**src/rtl/sap_pkg.sv**
```systemverilog
// Shared definitions for the SAP core: opcode values, field widths and the
// sequencer state encoding used by both the controller and the datapath.
package sap_pkg;

  localparam int OPC_W = 4;

  localparam logic [OPC_W-1:0] OP_LDA = 4'h0;
  localparam logic [OPC_W-1:0] OP_ADD = 4'h1;
  localparam logic [OPC_W-1:0] OP_SUB = 4'h2;
  localparam logic [OPC_W-1:0] OP_STA = 4'h3;
  localparam logic [OPC_W-1:0] OP_JMP = 4'h4;
  localparam logic [OPC_W-1:0] OP_JZ  = 4'h5;
  localparam logic [OPC_W-1:0] OP_JC  = 4'h6;
  localparam logic [OPC_W-1:0] OP_OUT = 4'hE;
  localparam logic [OPC_W-1:0] OP_HLT = 4'hF;

  typedef enum logic [2:0] {
    ST_RESET, ST_T1, ST_T2, ST_T3, ST_T4, ST_T5, ST_T6, ST_HALT
  } seq_state_t;

  // T-state that executes on the coming edge, given the one that executed last.
  function automatic seq_state_t step_after(input seq_state_t s);
    case (s)
      ST_RESET, ST_T6: return ST_T1;
      ST_T1:           return ST_T2;
      ST_T2:           return ST_T3;
      ST_T3:           return ST_T4;
      ST_T4:           return ST_T5;
      ST_T5:           return ST_T6;
      default:         return ST_HALT;
    endcase
  endfunction

endpackage

```
**src/rtl/sap_ctrl_seq.sv**
```systemverilog
// Six-step instruction sequencer: turns the current opcode, flags and T-state
// into one-edge control strobes for the SAP datapath.
module sap_ctrl_seq (
  input  logic       clk,
  input  logic       low_clr,
  input  logic [3:0] opcode_i,
  input  logic       carry_i,
  input  logic       zero_i,
  output logic       mar_from_pc_o,
  output logic       pc_inc_o,
  output logic       ir_load_o,
  output logic       mar_from_opd_o,
  output logic       acc_from_mem_o,
  output logic       b_load_o,
  output logic       alu_add_o,
  output logic       alu_sub_o,
  output logic       mem_we_o,
  output logic       pc_load_o,
  output logic       out_load_o,
  output logic       halted_o
);
  import sap_pkg::*;

  // state_q records the step executed at the last edge, so RESET is left on
  // the very first released edge while that edge already performs T1.
  seq_state_t state_q, state_d, exec_s;

  always_ff @(posedge clk) begin
    if (!low_clr) state_q <= ST_RESET;
    else          state_q <= state_d;
  end

  always_comb begin
    exec_s         = step_after(state_q);
    state_d        = exec_s;
    mar_from_pc_o  = 1'b0;
    pc_inc_o       = 1'b0;
    ir_load_o      = 1'b0;
    mar_from_opd_o = 1'b0;
    acc_from_mem_o = 1'b0;
    b_load_o       = 1'b0;
    alu_add_o      = 1'b0;
    alu_sub_o      = 1'b0;
    mem_we_o       = 1'b0;
    pc_load_o      = 1'b0;
    out_load_o     = 1'b0;
    case (exec_s)
      ST_T1: mar_from_pc_o = 1'b1;
      ST_T2: pc_inc_o      = 1'b1;
      ST_T3: ir_load_o     = 1'b1;
      ST_T4: begin
        case (opcode_i)
          OP_LDA, OP_ADD, OP_SUB, OP_STA: mar_from_opd_o = 1'b1;
          OP_JMP: pc_load_o  = 1'b1;
          OP_JZ:  pc_load_o  = zero_i;
          OP_JC:  pc_load_o  = carry_i;
          OP_OUT: out_load_o = 1'b1;
          OP_HLT: state_d    = ST_HALT;
          default: ;
        endcase
      end
      ST_T5: begin
        case (opcode_i)
          OP_LDA:         acc_from_mem_o = 1'b1;
          OP_ADD, OP_SUB: b_load_o       = 1'b1;
          OP_STA:         mem_we_o       = 1'b1;
          default: ;
        endcase
      end
      ST_T6: begin
        alu_add_o = (opcode_i == OP_ADD);
        alu_sub_o = (opcode_i == OP_SUB);
      end
      default: ;
    endcase
  end

  assign halted_o = (state_q == ST_HALT);

endmodule

```
**src/rtl/sap_core_param.sv**
```systemverilog
// Parameterised SAP-1 style accumulator machine: datapath registers, ALU and
// unified program/data memory, sequenced by sap_ctrl_seq.
module sap_core_param #(
  parameter int DATA_W = 8,
  parameter int ADDR_W = 4
) (
  input  logic              clk,
  input  logic              low_clr,
  input  logic              prog_we,
  input  logic [ADDR_W-1:0] prog_addr,
  input  logic [DATA_W-1:0] prog_data,
  output logic [DATA_W-1:0] out,
  output logic              out_valid,
  output logic              halted,
  output logic [1:0]        flags,
  output logic [ADDR_W-1:0] pc_dbg
);
  import sap_pkg::*;

  logic [ADDR_W-1:0] pc_q, pc_d, mar_q, mar_d, ir_opd_q;
  logic [OPC_W-1:0]  ir_opc_q;
  logic [DATA_W-1:0] acc_q, b_q, out_q, b_opnd, mem_rd_q;
  logic [DATA_W:0]   alu_sum;
  logic              out_valid_q, carry_q, zero_q;
  logic [DATA_W-1:0] mem_q [2**ADDR_W];

  logic mar_from_pc, pc_inc, ir_load, mar_from_opd, acc_from_mem, b_load;
  logic alu_add, alu_sub, mem_we, pc_load, out_load;

  sap_ctrl_seq u_ctrl (
    .clk            (clk),
    .low_clr        (low_clr),
    .opcode_i       (ir_opc_q),
    .carry_i        (carry_q),
    .zero_i         (zero_q),
    .mar_from_pc_o  (mar_from_pc),
    .pc_inc_o       (pc_inc),
    .ir_load_o      (ir_load),
    .mar_from_opd_o (mar_from_opd),
    .acc_from_mem_o (acc_from_mem),
    .b_load_o       (b_load),
    .alu_add_o      (alu_add),
    .alu_sub_o      (alu_sub),
    .mem_we_o       (mem_we),
    .pc_load_o      (pc_load),
    .out_load_o     (out_load),
    .halted_o       (halted)
  );

  always_comb begin
    mar_d = mar_q;
    if (mar_from_pc)       mar_d = pc_q;
    else if (mar_from_opd) mar_d = ir_opd_q;
    pc_d = pc_q;
    if (pc_inc)       pc_d = pc_q + ADDR_W'(1);
    else if (pc_load) pc_d = ir_opd_q;
  end

  // Subtraction is ACC + ~B + 1, so the carry out doubles as "no borrow".
  assign b_opnd  = alu_sub ? ~b_q : b_q;
  assign alu_sum = {1'b0, acc_q} + {1'b0, b_opnd} + {{DATA_W{1'b0}}, alu_sub};

  // Read address follows next-state MAR so the registered read is ready one
  // step after MAR is loaded (T1->T3 fetch, T4->T5 operand).
  always_ff @(posedge clk) begin
    if (!low_clr) begin
      if (prog_we) mem_q[prog_addr] <= prog_data;
    end else if (mem_we) begin
      mem_q[mar_q] <= acc_q;
    end
    mem_rd_q <= mem_q[mar_d];
  end

  always_ff @(posedge clk) begin
    if (!low_clr) begin
      pc_q        <= '0;
      mar_q       <= '0;
      ir_opc_q    <= '0;
      ir_opd_q    <= '0;
      acc_q       <= '0;
      b_q         <= '0;
      out_q       <= '0;
      out_valid_q <= 1'b0;
      carry_q     <= 1'b0;
      zero_q      <= 1'b0;
    end else begin
      pc_q        <= pc_d;
      mar_q       <= mar_d;
      out_valid_q <= out_load;
      if (ir_load) begin
        ir_opc_q <= mem_rd_q[DATA_W-1 -: OPC_W];
        ir_opd_q <= mem_rd_q[ADDR_W-1:0];
      end
      if (acc_from_mem)          acc_q <= mem_rd_q;
      else if (alu_add | alu_sub) acc_q <= alu_sum[DATA_W-1:0];
      if (b_load) b_q <= mem_rd_q;
      if (alu_add | alu_sub) begin
        carry_q <= alu_sum[DATA_W];
        zero_q  <= (alu_sum[DATA_W-1:0] == '0);
      end
      if (out_load) out_q <= acc_q;
    end
  end

  assign out       = out_q;
  assign out_valid = out_valid_q;
  assign flags     = {carry_q, zero_q};
  assign pc_dbg    = pc_q;

endmodule

```
**config.mk**
```make
export PLATFORM = sky130hd
export DESIGN_NAME = sap_core_param
export DESIGN_NICKNAME = d
export VERILOG_FILES = /design/src/rtl/sap_pkg.sv /design/src/rtl/sap_ctrl_seq.sv /design/src/rtl/sap_core_param.sv
export SDC_FILE = /design/constraint.sdc
export NUM_CORES = 1
export LEC_CHECK = 0
export CAP_MARGIN = 20
export CORE_MARGIN = 2
export CORE_UTILIZATION = 60
export DETAILED_ROUTE_END_ITERATION = 8
export GPL_TIMING_DRIVEN = 0
export PLACE_DENSITY = 0.87
export SKIP_LAST_GASP = 1
export SYNTH_ARGS = -nofsm -noshare
export SYNTH_HDL_FRONTEND = slang
export SYNTH_SLANG_ARGS = --single-unit
```
**constraint.sdc**
```tcl
create_clock -name clk -period 4.5 [get_ports clk]
set_input_delay 0.9 -clock clk [delete_from_list [all_inputs] [get_ports clk]]
set_output_delay 0.9 -clock clk [all_outputs]
set_load 0.01 [all_outputs]
```
### Yosys cells after proc, flatten, opt, wreduce, memory -nomap -nowiden

Memory sizes are Yosys's and may differ from the RTL's. A register that Yosys moved wholly into a read port is not among the register bits.
Index checks and enable logic that the tools add are counted.

* register bits: 46
* memory bits (writable): 128
* bits of input ports: 15
* output and inout bits: 16
* logic and storage cells: 83
* memories: 1

* add/sub/neg operators: 3
* eq/ne operators: 21
* muxes and demuxes: 36
* bitwise gates (word level): 2
* reductions and logical operators: 9

Memories
* mem_q: words 16, bits a word 8, read ports 1, clocked after memory_dff 1, write ports 1, line sap_core_param.sv:25 `logic [DATA_W-1:0] mem_q [2**ADDR_W];`

Operators with widths (count)
* 2-to-1 mux 8 bit: 4
* 2-to-1 mux 1 bit: 23
* equality test 3 bit, second input constant: 7
* 2-to-1 mux 4 bit: 5
* one-hot mux 3 bit (6 select lines): 1
* equality test 3 x 2 -> 1 bit, second input constant: 4
* equality test 4 x 3 -> 1 bit, second input constant: 3
* adder 8 x 8 -> 9 bit: 1
* adder 9 x 1 -> 9 bit: 1
* equality test 4 x 2 -> 1 bit, second input constant: 2
* equality test 4 bit, second input constant: 2
* logical NOT 8 bit: 1
* NOT 8 bit: 1
* OR reduction 8 bit: 1
* equality test 3 x 1 -> 1 bit, second input constant: 2
* 2-to-1 mux 3 bit: 2
* adder 4 x 1 -> 4 bit, second input constant: 1
* equality test 4 x 1 -> 1 bit, second input constant: 1
* logical NOT 4 bit: 1
* nonzero test 2 bit: 2
* OR reduction 2 bit: 2
* OR reduction 4 bit: 1
* logical NOT 3 bit: 1
* one-hot mux 1 bit (3 select lines): 1
* bitwise OR 1 bit: 1

### Logic depth before layout (Yosys ltp)

* depth in word-level cells: 10
* gate-level depth with buffers: 13
* gate-level depth less buffers: 10

### Modules after synthesis

From an unflattened synthesis, not the netlist that was laid out.

* cell total of the unflattened synthesis: 590
* area, all modules: 8069.0 um2

Modules (own cells, without submodules)
* sap_core_param: instances 1, cells each 553, area an instance 7798.7 um2, seq. area each 4864.7 um2
* sap_ctrl_seq: instances 1, cells each 37, area an instance 270.3 um2, seq. area each 60.1 um2

### Worst setup path before layout

Ideal clock, no wire load.

* path kind: flip-flop to flip-flop
* from: reg u_ctrl.state_q[0]
* to: reg zero_q
* setup time: 58 ps
* arrival: 3246 ps
* data required time: 4442 ps
* slack: 1196 ps
* stages on the path, launching flop included: 14
* buffers on the path: 4
* clock period less this slack: 3304 ps
* cell sequence: dfxtp_1 -> buf_2 -> buf_1 -> buf_1 -> nand4b_1 -> clkbuf_1 -> xnor2_1 -> ha_1 -> o21a_1 -> o21ai_0 -> nor4b_1 -> or3_1 -> a2111oi_0 -> a21o_1

* longest elaborated chain between the ends: 9
* elaborated cells on any way between the ends: 17
* classes of those cells: 2 x add/sub; 7 x eq/ne; 4 x mux; 1 x bitwise; 3 x reduce/logical

Ends and longest elaborated chain
* start, declared: line sap_ctrl_seq.sv:26 `seq_state_t state_q, state_d, exec_s;`
* start signal, assigned: line sap_ctrl_seq.sv:30 `else state_q <= state_d;`
* equality test 3 bit or logical NOT 3 bit (tied branches): line sap_pkg.sv:23 `case (s)`
* OR reduction 2 bit: line sap_pkg.sv:23
* one-hot mux 3 bit (6 select lines) (*): line sap_pkg.sv:23
* equality test 3 bit (*): line sap_ctrl_seq.sv:47 `case (exec_s)`
* 2-to-1 mux 1 bit: line sap_ctrl_seq.sv:47
* 2-to-1 mux 8 bit: line sap_core_param.sv:60 `assign b_opnd = alu_sub ? ~b_q : b_q;`
* adder 8 x 8 -> 9 bit: line sap_core_param.sv:61 `assign alu_sum = {1'b0, acc_q} + {1'b0, b_opnd} + {{DATA_W{1'b0}}, alu_sub};`
* adder 9 x 1 -> 9 bit: line sap_core_param.sv:61
* logical NOT 8 bit: line sap_core_param.sv:99 `zero_q <= (alu_sum[DATA_W-1:0] == '0);`
* end signal, assigned: line sap_core_param.sv:99
* end, declared: line sap_core_param.sv:24 `logic out_valid_q, carry_q, zero_q;`

Every way passes the cells marked *; elsewhere a longest branch is shown, timed or not.
A chain may end at the register's enable or synchronous reset.

### Worst setup path after layout

Ends and elaborated chain as after synthesis.

==> metrics.txt <==
Slew HR 0.358; core area 12,600 µm²; number of flops mapped to enable cells by yosys 128; status completed; Layout area overhead 14.5%; #FFs+latches synth 182; Sw Pwr 1.01 mW; hold path start out[7]; Main synth FF type edfxtp_1; reg2reg start u_ctrl.state_q[0]; post-synth top area share 0.494; First-pass DRT Iterations 9; Routed Wire Length 18,600 µm; count of final setup violators 0; post-synth net total 560; worst flop-to-flop path endpoint zero_q; Reg2Reg Setup Slack 0.40 ns; Max clock buf depth 2; leading area contributor after synthesis edfxtp_1; Placer Congestion 0.902; Max rail drop VDD 0.000450 V; hold_buf cts 0; Hold Crit Depth 2; Min-Delay Path Class reg -> reg; total CTS buffers 17; H-tree depth 4; Synth area leaders edfxtp_1 (49%), dfxtp_1 (14%), mux4_2 (6.9%); largest net degree at the start of global routing 18; Worst Path Arrival 4.47 ns; CP endpoint kind flip-flop; via count 4,985; Power Dens Cells 442 nW/µm²; Crit path required time 4.87 ns; DR iter-0 viols 679; via density per instance 6.47; vias in the first global route 4,859; setup_tns 0 ns; Logic pwr share 0.119; Syn Inst Count 536; # fillers 800; LEAKAGE 3.04 nW; RSZ-0062 raised after global routing false; Total Routing Usage GR 0.279; Synth cell types 63; Final ANT Viol Nets 0; first-pass GRT wire length 28,500 µm; die area 13,900 µm²; Resized cells post-CTS 0; postcts setup bufs 0; fin crit period 4.10 ns; total gr overflow 0; IO Pins 31; HPWL after detailed placement 12,100 µm; # diodes 0; design area 8910 µm²; Final Max Slew Viols 0; total of warnings raised by yosys 0; Initial Util 0.617; hold endpoint out[7]; P_int 2.93 mW; initial antenna violation count 0; Wirelength per Cell 24.1 µm; MaxCap Viol Count 0; asr flop ratio synth 0; Placed Instance Area 8300 µm²; Die X 118 µm; CP max FO 10; Peak Freq 244 MHz; Mapped Area 7780 µm²; Seq/Total Area, Yosys 0.633; Avg Cell Area, Syn 14.5 µm²; Slew @ Worst Pin 0.957 ns; die height 118 µm; skew final 0.0107 ns; Worst setup SP type flip-flop; Clock Latency Late Sink 0.43 ns; layout cell share with drive strength beyond 1 0.144; # DRC 0; Sequential Power Share 0.484; TritonCTS clock tree yes; CP Class reg -> reg; clk sinks 182; clock power share 0.397; worst r2r path cells 13; switching share of power 0.257; CTS clk-pin slew, worst paths 0.07 ns; clk root buf clkbuf_16; Final nets 609; Buffers on Ports 30; final hold violations 0; Tcrit/Tclk final 0.911; FP Rows 41
-- registers in the layout (all words and copies together) (netlist names) --
name / flops
b_q: 8
ir_opd_q: 4
out: 8
mar_q: 4
out_valid: 1
pc_dbg: 4
ir_opc_q: 4
mem_q: 128
carry_q: 1
zero_q: 1
u_ctrl.state_q: 3
mem_rd_q: 8
acc_q: 8
-- cell usage after synthesis, drive strengths merged (2+ instances only) --
master / instances
nor3b: 3
nor4: 2
nand4: 4
nand3: 6
nor4b: 3
mux2: 8
or2: 3
xnor2: 10
dfxtp: 54
nor3: 10
nor2b: 5
o2bb2ai: 2
nor2: 58
a211oi: 3
and2: 3
nand2: 22
edfxtp: 128
mux2i: 26
inv: 8
a2111oi: 4
buf: 18
and3: 6
a21oi: 22
a211o: 2
a22oi: 23
clkbuf: 14
a31oi: 7
xor2: 4
o21a: 3
a21o: 4
mux4: 32
o31ai: 2
o21ai: 12
ha: 8
-- layout by cell type, fill, tap and decap left out, types with 3 or more instances in the layout --
cell,instances
ha_1,8
nand3_1,6
inv_6,4
nor2_1,57
bufinv_16,3
buf_1,5
clkdlybuf4s50_1,30
nand4_1,4
a31oi_1,7
a211oi_1,3
buf_2,5
clkbuf_16,17
a21oi_1,22
xor2_1,4
mux2i_1,26
buf_4,3
or2_2,3
nor2b_1,4
mux2_2,8
mux4_1,8
mux4_2,24
nor3b_1,3
clkbuf_1,15
o21ai_0,11
nand2_1,22
nor3_1,9
a22oi_1,23
buf_6,5
o21a_1,3
and3_1,6
edfxtp_1,128
inv_1,8
xnor2_1,10
dfxtp_1,54
and2_1,3
a21o_1,4
inv_8,3
-- metrics by stage --
stage / instances / total power [mW] / setup slack, ns / utilization / hold WS, ns
floorplan: 536 / 2.23 / 1.20 / - / 0.464
global placement: 738 / 2.37 / 0.588 / 0.658 / 0.481
detailed placement: 738 / 2.39 / 0.532 / 0.658 / 0.499
CTS: 770 / 3.93 / 0.456 / 0.706 / 0.519
global route: 770 / 4.04 / 0.156 / 0.706 / 0.537
finish: 770 / 3.94 / 0.400 / 0.706 / 0.513
-- power groups by stage --
stage	sequential [mW]	combinational, mW	clock [mW]
4_1_cts	1.90	0.464	1.57
2_1_floorplan	1.91	0.317	0
3_5_place_dp	1.94	0.452	0
3_3_place_gp	1.94	0.431	0
5_1_grt	1.91	0.499	1.63
6_report	1.91	0.470	1.56
-- routing by layer --
| metal | vias up | routed length, µm | track usage |
|---|---|---|---|
| met1 | 2510 | 7230 | 0.359 |
| met5 | - | 0 | 0 |
| li1 | 2178 | - | - |
| met3 | 41 | 1390 | 0.0712 |
| met4 | 0 | 631 | 0.117 |
| met2 | 256 | 9310 | 0.455 |
-- final cells by class --
type / count / area [µm²] / area share
buffer: 32 / 175 / 0.0197
clock buffer: 18 / 429 / 0.0482
sequential: 182 / 4920 / 0.553
inverter: 9 / 33.8 / 0.00379
timing repair buffer: 30 / 300 / 0.0337
clock inverter: 14 / 184 / 0.0206
multi-input combinational: 313 / 2650 / 0.297
tap: 172 / 215 / 0.0241
-- critical path: stages (launching register included) --
cell and delay, ns:
dfxtp_1 0.34, buf_2 0.22, buf_1 0.38, buf_1 0.41, nand4b_1 0.14, clkbuf_1 0.32, xnor2_1 0.33, ha_1 0.28
o21a_1 0.19, o21ai_0 0.25, nor4b_1 0.11, or3_1 0.39, a2111oi_0 0.50, a21o_1 0.18
-- logic make-up after synthesis --
family                     share of synthesized area
xor gates and xnor gates                      0.0158
buffers and inverters                         0.0268
DFF                                            0.633
muxes                                          0.141
AOI/OAI and AO/OA                             0.0831
and+or+nand+nor                               0.0847
adders and majority gates                     0.0154
-- how the worst max path moves through the flow --
stage,startpoint,end,slack (ns),depth (start not counted)
final,u_ctrl.state_q[0],zero_q,0.40,13
after global placement,u_ctrl.state_q[0],zero_q,0.59,13
after floorplan,u_ctrl.state_q[0],zero_q,1.20,13
after CTS,u_ctrl.state_q[0],zero_q,0.46,13
after detailed placement,u_ctrl.state_q[0],zero_q,0.53,13
after global routing,u_ctrl.state_q[0],zero_q,0.16,13
Note: power is estimated with default switching activity, not from simulation.
